===== src/rtl/viterbi_pkg.sv =====
// Shared Viterbi decoder types and constants used by the traceback output stage.
package viterbi_pkg;
    localparam int TB_BLOCK_LEN = 8;
    typedef logic bank_sel_t;
    typedef logic [$clog2(TB_BLOCK_LEN)-1:0] tb_ptr_t;
endpackage


===== src/rtl/lifo_bank.sv =====
// One ping-pong bank: bit storage, full flag, write port and asynchronous read mux.
module lifo_bank #(
    parameter int LEN = 8,
    parameter int AW  = $clog2(LEN)
) (
    input  logic          clk,
    input  logic          rst,
    input  logic          i_wr,
    input  logic [AW-1:0] i_waddr,
    input  logic          i_wdata,
    input  logic          i_set_full,
    input  logic          i_clr_full,
    input  logic [AW-1:0] i_raddr,
    output logic          o_rdata,
    output logic          o_full
);
    logic [LEN-1:0] r_mem;
    logic           r_full;

    always_ff @(posedge clk) begin
        if (!rst) begin
            r_mem  <= '0;
            r_full <= 1'b0;
        end else begin
            if (i_wr)
                r_mem[i_waddr] <= i_wdata;
            // Set and clear never coincide: a bank being drained is full and rejects writes.
            if (i_set_full)
                r_full <= 1'b1;
            else if (i_clr_full)
                r_full <= 1'b0;
        end
    end

    assign o_rdata = r_mem[i_raddr];
    assign o_full  = r_full;
endmodule


===== src/rtl/tbu_lifo.sv =====
// Traceback output reversal: collects newest-first blocks and replays them oldest-first.
module tbu_lifo
    import viterbi_pkg::*;
#(
    parameter int BLOCK_LEN = TB_BLOCK_LEN
) (
    input  logic clk,
    input  logic rst,
    input  logic wr_en,
    input  logic d_in,
    input  logic flush,
    output logic d_o,
    output logic d_o_valid,
    input  logic d_o_ready,
    output logic overflow
);
    localparam int PW = $clog2(BLOCK_LEN);
    localparam logic [PW-1:0] LAST = PW'(BLOCK_LEN - 1);

    bank_sel_t     r_wbank, r_rbank;
    logic [PW-1:0] r_wptr, r_rptr;
    logic          r_overflow;

    logic [1:0] w_full, w_rdata;
    logic       w_wr_acc, w_wr_last, w_wr_drop, w_hs, w_rd_last;

    assign w_wr_acc  = wr_en && !flush && !w_full[r_wbank];
    assign w_wr_drop = wr_en && !flush &&  w_full[r_wbank];
    assign w_wr_last = w_wr_acc && (r_wptr == LAST);
    assign w_hs      = w_full[r_rbank] && d_o_ready;
    assign w_rd_last = w_hs && (r_rptr == '0);

    generate
        for (genvar gi = 0; gi < 2; gi++) begin : g_bank
            lifo_bank #(.LEN(BLOCK_LEN), .AW(PW)) u_bank (
                .clk        (clk),
                .rst        (rst),
                .i_wr       (w_wr_acc  && (r_wbank == 1'(gi))),
                .i_waddr    (r_wptr),
                .i_wdata    (d_in),
                .i_set_full (w_wr_last && (r_wbank == 1'(gi))),
                .i_clr_full (w_rd_last && (r_rbank == 1'(gi))),
                .i_raddr    (r_rptr),
                .o_rdata    (w_rdata[gi]),
                .o_full     (w_full[gi])
            );
        end
    endgenerate

    always_ff @(posedge clk) begin
        if (!rst) begin
            r_wbank    <= 1'b0;
            r_rbank    <= 1'b0;
            r_wptr     <= '0;
            r_rptr     <= LAST;
            r_overflow <= 1'b0;
        end else begin
            if (flush) begin
                r_wptr <= '0;
            end else if (w_wr_acc) begin
                if (w_wr_last) begin
                    r_wptr  <= '0;
                    r_wbank <= ~r_wbank;
                end else begin
                    r_wptr <= r_wptr + 1'b1;
                end
            end
            if (w_wr_drop)
                r_overflow <= 1'b1;
            // Reading starts at the last-written slot so each block comes out reversed.
            if (w_hs) begin
                if (w_rd_last) begin
                    r_rptr  <= LAST;
                    r_rbank <= ~r_rbank;
                end else begin
                    r_rptr <= r_rptr - 1'b1;
                end
            end
        end
    end

    assign d_o_valid = w_full[r_rbank];
    assign d_o       = w_full[r_rbank] ? w_rdata[r_rbank] : 1'b0;
    assign overflow  = r_overflow;
endmodule


===== config.mk =====
export PLATFORM = sky130hd
export DESIGN_NAME = tbu_lifo
export DESIGN_NICKNAME = d
export VERILOG_FILES = /design/src/rtl/viterbi_pkg.sv /design/src/rtl/lifo_bank.sv /design/src/rtl/tbu_lifo.sv
export SDC_FILE = /design/constraint.sdc
export NUM_CORES = 1
export LEC_CHECK = 0
export CORE_MARGIN = 10
export CORE_UTILIZATION = 62
export CTS_BUF_LIST = sky130_fd_sc_hd__clkbuf_4
export DETAILED_ROUTE_END_ITERATION = 8
export HOLD_SLACK_MARGIN = 0.1
export PLACE_DENSITY = 0.84
export REMOVE_ABC_BUFFERS = 1
export SLEW_MARGIN = 20
export SYNTH_ARGS = -nofsm -noshare
export SYNTH_HDL_FRONTEND = slang
export SYNTH_SLANG_ARGS = --single-unit
export TNS_END_PERCENT = 100

===== constraint.sdc =====
create_clock -name clk -period 4.75 [get_ports clk]
set_input_delay 0.95 -clock clk [delete_from_list [all_inputs] [get_ports clk]]
set_output_delay 0.95 -clock clk [all_outputs]
set_load 0.05 [all_outputs]

Word level (Yosys, flattened, before mapping). Index checks and enable logic that the tools add are counted.

Add/sub/neg operators: 2. Order comparisons: 5. Equal/unequal tests: 1. Mux-type cells: 21. Bitwise operators: 4. Reductions and logical operators: 21.

Operators by type and width (number): 8-bit bitwise mux (2); 1-bit 2-to-1 mux (14); 1-bit logical AND (13); 3-bit by 4-bit less-than comparator with 1-bit output, second input constant (2); 1-bit binary-select mux with 3-bit select (2); 3-bit 2-to-1 mux (2); 1-bit by 2-bit less-than comparator with 1-bit output, second input constant (2); 1-bit NOT (4); 2-bit nonzero test (2); 3-bit by 1-bit adder with 3-bit output, second input constant (1); 1-bit demux with 3-bit select (1); 3-bit == test, second input constant (1); 3-bit by 1-bit >= comparator with 1-bit output, second input constant (1); 3-bit logical NOT (1); 3-bit AND reduction (1); 3-bit by 1-bit subtractor with 3-bit output, second input constant (1); 1-bit logical NOT (2); 2-bit AND reduction (1); 2-bit OR reduction (1).

Bits in registers: 27. Input port bits: 6. Output and inout bits: 3. Word-level logic and storage cells: 63.

Depth between registers and ports, before layout.
Depth in word-level cells: 7. Depth in mapped cells: 6. Depth with buffers taken out: 5.

Hierarchy. From an unflattened synthesis, not the netlist that was laid out.

Cells, all modules: 140. Area total of the unflattened synthesis: 1473.9 µm².

By module, submodules not included: lifo_bank (times used 2, cells an instance 39, area each 470.5 µm², sequential area each 180.2 µm²); tbu_lifo (times used 1, cells an instance 62, area each 533.0 µm², sequential area each 180.2 µm²).

Worst setup path after synthesis. OpenSTA, ideal clock, no wires.

Path kind: register -> output. From: register r_rptr[0]. To: output d_o. Data arrival time: 2.063 ns. Required time: 3.800 ns. Slack: 1.737 ns. Cell stages (with the launch flop): 5. Path buffers: 1. Cell sequence: dfxtp_1 -> buf_2 -> mux4_2 -> o211ai_1 -> o32ai_1.

Longest elaborated chain between the ends: 5. Elaborated cells on any way between the ends: 7. Classes of those cells: mux (7).

RTL lines: start: declaration (line tbu_lifo.sv:21) `logic [PW-1:0] r_wptr, r_rptr;`; start signal: assignment (line tbu_lifo.sv:76) `r_rptr <= r_rptr - 1'b1;`; 1-bit binary-select mux with 3-bit select (line lifo_bank.sv:35) `assign o_rdata = r_mem[i_raddr];`; 1-bit 2-to-1 mux (implied by the code) (line lifo_bank.sv:35); 1-bit 2-to-1 mux (implied by the code) (*) (2 in series) (line tbu_lifo.sv:83) `assign d_o = w_full[r_rbank] ? w_rdata[r_rbank] : 1'b0;`; 1-bit 2-to-1 mux (*) (line tbu_lifo.sv:83); end: declaration (line tbu_lifo.sv:12) `output logic d_o,`.

Every way passes the cells marked *; elsewhere a longest branch is shown, timed or not. The select of a mux whose other input is x is not followed.

Final worst setup path. Ends and elaborated chain as after synthesis.

==> summary.md <==
| Metric | Value |
|---|---|
| Status | complete, no violations |
| Worst Skew | 1.88 ps |
| Synthesized area per cell | 9.49 µm² |
| Insertion delay to the later sink of the worst-skew pair | 320 ps |
| Slew Viols, Final | 0 |
| Min-Delay Path Class | flip-flop to flip-flop |
| Clk pwr share | 29.3% |
| Final Hold Vio Count | 0 |
| #FFs+latches synth | 27 |
| Worst-Margin Slew | 756 ps |
| CP bufs+invs | 1 |
| WS Path Type | flip-flop to primary output |
| Comb power frac | 5.7% |
| Int Power | 276 µW |
| Remaining DRCs | 0 |
| Hold slack | between 400 and 500 ps |
| Top cell type by total area after synthesis | dfxtp_1 |
| Die area | approximately 4700 µm² |
| Initial Util | roughly two thirds |
| Final Critical Period | 3410 ps |
| Synth Area in XOR/XNOR | 1.21% |
| Core ar. | 2210 µm² |
| Worst slew margin | 49.4% |
| Largest net degree at the start of global routing | 28 |
| CTS Buffer Depth | 2 |
| Clk sinks | 27 |
| Vias in the first global route | 1054 |
| Leak pwr | between 0.6 and 0.7 nW |
| Post-synthesis mux area share | a little under a fifth |
| CP endpoint kind | primary output |
| Sequential fraction of design power | 65.0% |
| Adder-Cell Fraction of Synth Area | 3.45% |
| Number of gates resized after cts | 0 |
| Yosys cell types | 35 |
| # diodes | 0 |
| Die Ht | 68.4 µm |
| Number of fill cells | 169 |
| Worst vdd ir | a little under 0.2 mV |
| Via count | 1088 |
| Maximum clock frequency | between 0.2 and 0.3 GHz |
| Synth Area in Simple Gates | between 30% and 40% |
| Max-cap viol count | 0 |
| Drt pass-1 iters | 4 |
| # IOs | 9 |
| Root Driver | clkbuf_4 |
| CP max-delay cell | clkdlybuf4s50_1 |
| Dpl hpwl | ~2100 µm |
| Cell Rows | 17 |
| Synthesized area | ~1500 µm² |
| Total CTS buffers | 3 |
| CTS tree | done |
| Cells after synthesis | about 150 |
| Post-Place Cells | approximately 180 |
| CP delay by family, top | buffers and inverters |
| Share of cells above drive strength 1 | 10.8% |
| Unrepaired setup endpoints after global routing | no |
| Main area contributors after synthesis | dfxtp_1 37%, mux2i_1 13%, nor2b_1 9.0% |
| Hold_buf cts | 0 |
| Net Sw Power | 76.5 µW |
| 1st-iter DRT viols | 118 |
| Final Non-Filler Cells | around 190 |
| H-tree depth | 1 |
| CP arrival | between 2000 and 2500 ps |
| Pwr dens | 225 nW/µm² |
| Post-Place Cell Area | ~1500 µm² |
| Vias per cell | 5.88 |
| Final Power | 352 µW |
| GRT Total Usage | between 10% and 20% |
| Sw frac | a little over a fifth |
| Period utilisation layout | 71.8% |
| WHS Path Cells | 1 |
| Post-synthesis sequential area ratio | 37.2% |
| Critical-path cell list | mux2_2 > or3_1 > o211ai_1 > o32ai_1 > clkdlybuf4s50_1 |
| Final setup vio count | 0 |
| Max stage delay on crit path | around 710 ps |
| First-pass GRT wire length | 4750 µm |
| Total setup buffers inserted after CTS | 0 |
| Share of the synthesized area in the top cell type | between 30% and 40% |
| Crit start category | flip-flop |
| Reg clk slew, reported paths | 130 ps |
| Layout Nets | between 150 and 200 |
| Post-Route WL | 2870 µm |
| Critical Path Fanout Max | 7 |
| Synth Area in Compound Gates | ~6.4% |
| Area grow syn2layout | 7.84% |
| Warnings, synthesis | 0 |
| Largest family of logic cells by synthesized area | simple AND/OR/NAND/NOR gates |
| Remaining global-route overflow | 0 |
| Wirelength per Cell | between 15 and 20 µm |
| Placer Congestion | 0.848 |
| Fin Setup TNS | 0 ps |
| Final instance area | 1570 µm² |
| Crit. path cell count | 5 |
| IO buf count | 8 |
| R2R depth | 4 |
| Routed Antenna Nets | 0 |
| Initial antenna violation count | 0 |
| Die Wd | 68.4 µm |
| Worst path required time | between 3000 and 4000 ps |
-- routing by layer --
| metal | vias to the layer above | routed length (µm) | global-route usage, % |
|---|---|---|---|
| met5 | - | 0 | 0 |
| met2 | 18 | 1390 | 22.0 |
| met3 | 9 | 95 | 2.28 |
| met1 | 507 | 1290 | 15.6 |
| li1 | 554 | - | - |
| met4 | 0 | 101 | 8.79 |
-- worst paths after layout --
kind / startpoint / to / slack [ps]
setup reg to reg: r_wbank / r_wptr[0] / 3100
hold reg to reg: overflow / overflow / 500
hold / removal: overflow / overflow / 500
setup / recovery: r_rptr[0] / d_o / 1340
-- sequential cells by signal, summed over array words and instances, names as in the netlist --
name,flops
g_bank.u_bank.o_full,2
r_wbank,1
overflow,1
r_wptr,3
r_rptr,3
r_rbank,1
g_bank.u_bank.r_mem,16
-- kinds of logic after synthesis --
group | after synthesis
compound gates | 14
xor+xnor | 2
fa+ha+maj | 4
buf+inv | 12
flops | 27
mux | 24
simple gates | 70
-- synthesized netlist by cell type --
library cell,number
a21oi_1,3
a22oi_1,1
a31oi_1,1
and2_1,1
and4bb_2,1
buf_1,2
buf_2,1
clkbuf_1,5
dfxtp_1,27
ha_1,4
inv_1,4
mux2_2,3
mux2i_1,19
mux4_2,2
nand2_1,11
nand2b_1,3
nand3_1,12
nand4_1,2
nand4b_1,2
nand4bb_1,1
nor2_1,2
nor2b_1,21
nor3_1,3
nor3_2,3
nor4_1,1
nor4_2,1
nor4b_2,1
o211ai_1,5
o21a_1,1
o21ai_0,2
o32ai_1,1
or2_2,1
or3_1,3
or4b_4,1
xnor2_1,2
-- layout by cell type, fill, tap and decap left out, drive strengths merged --
cell            n
a31oi           1
nor2b          21
nand2b          3
xnor2           2
nand4           2
and4bb          1
mux2            3
nor4            2
inv             4
nor2            2
mux2i          19
or3             3
o211ai          5
nand4bb         1
nand4b          2
a22oi           1
o21a            1
mux4            2
or2             1
nor3            6
a21oi           3
dfxtp          27
nand3          12
clkbuf          4
nand2          11
and2            1
ha              4
clkdlybuf4s50   8
o21ai           2
or4b            1
o32ai           1
nor4b           1
-- per-stage QoR --
step	setup WS [ps]	utilization, %
after CTS	1310	70.8
after global placement	1750	69.5
after global routing	1180	70.8
final	1340	70.8
after detailed placement	1690	69.5
after floorplan	1750	-
-- layout make-up --
| type | instances | area [µm²] | share of cell area, % |
|---|---|---|---|
| Inverter | 4 | 15.0 | 0.958 |
| Timing Repair Buffer | 8 | 80.1 | 5.11 |
| Multi-Input combinational cell | 114 | 866 | 55.3 |
| Clock buffer | 4 | 30.0 | 1.92 |
| Sequential cell | 27 | 541 | 34.5 |
| Tap cell | 28 | 35.0 | 2.24 |
-- worst reg2reg max path, cell delays in order (launching register included) --
cell and delay [ps]:
dfxtp_1 500, mux2i_1 450, nand2_1 180, or3_1 340
a21oi_1 130
-- power by group through the flow --
stage | clock network [mW] | logic, mW | registers (mW)
floorplan | 0 | 0.00938 | 0.233
global placement | 0 | 0.0195 | 0.234
detailed placement | 0 | 0.0199 | 0.234
CTS | 0.106 | 0.0201 | 0.229
global route | 0.113 | 0.0222 | 0.229
finish | 0.103 | 0.0202 | 0.229
No activity file was read; power rests on OpenSTA's default activity.
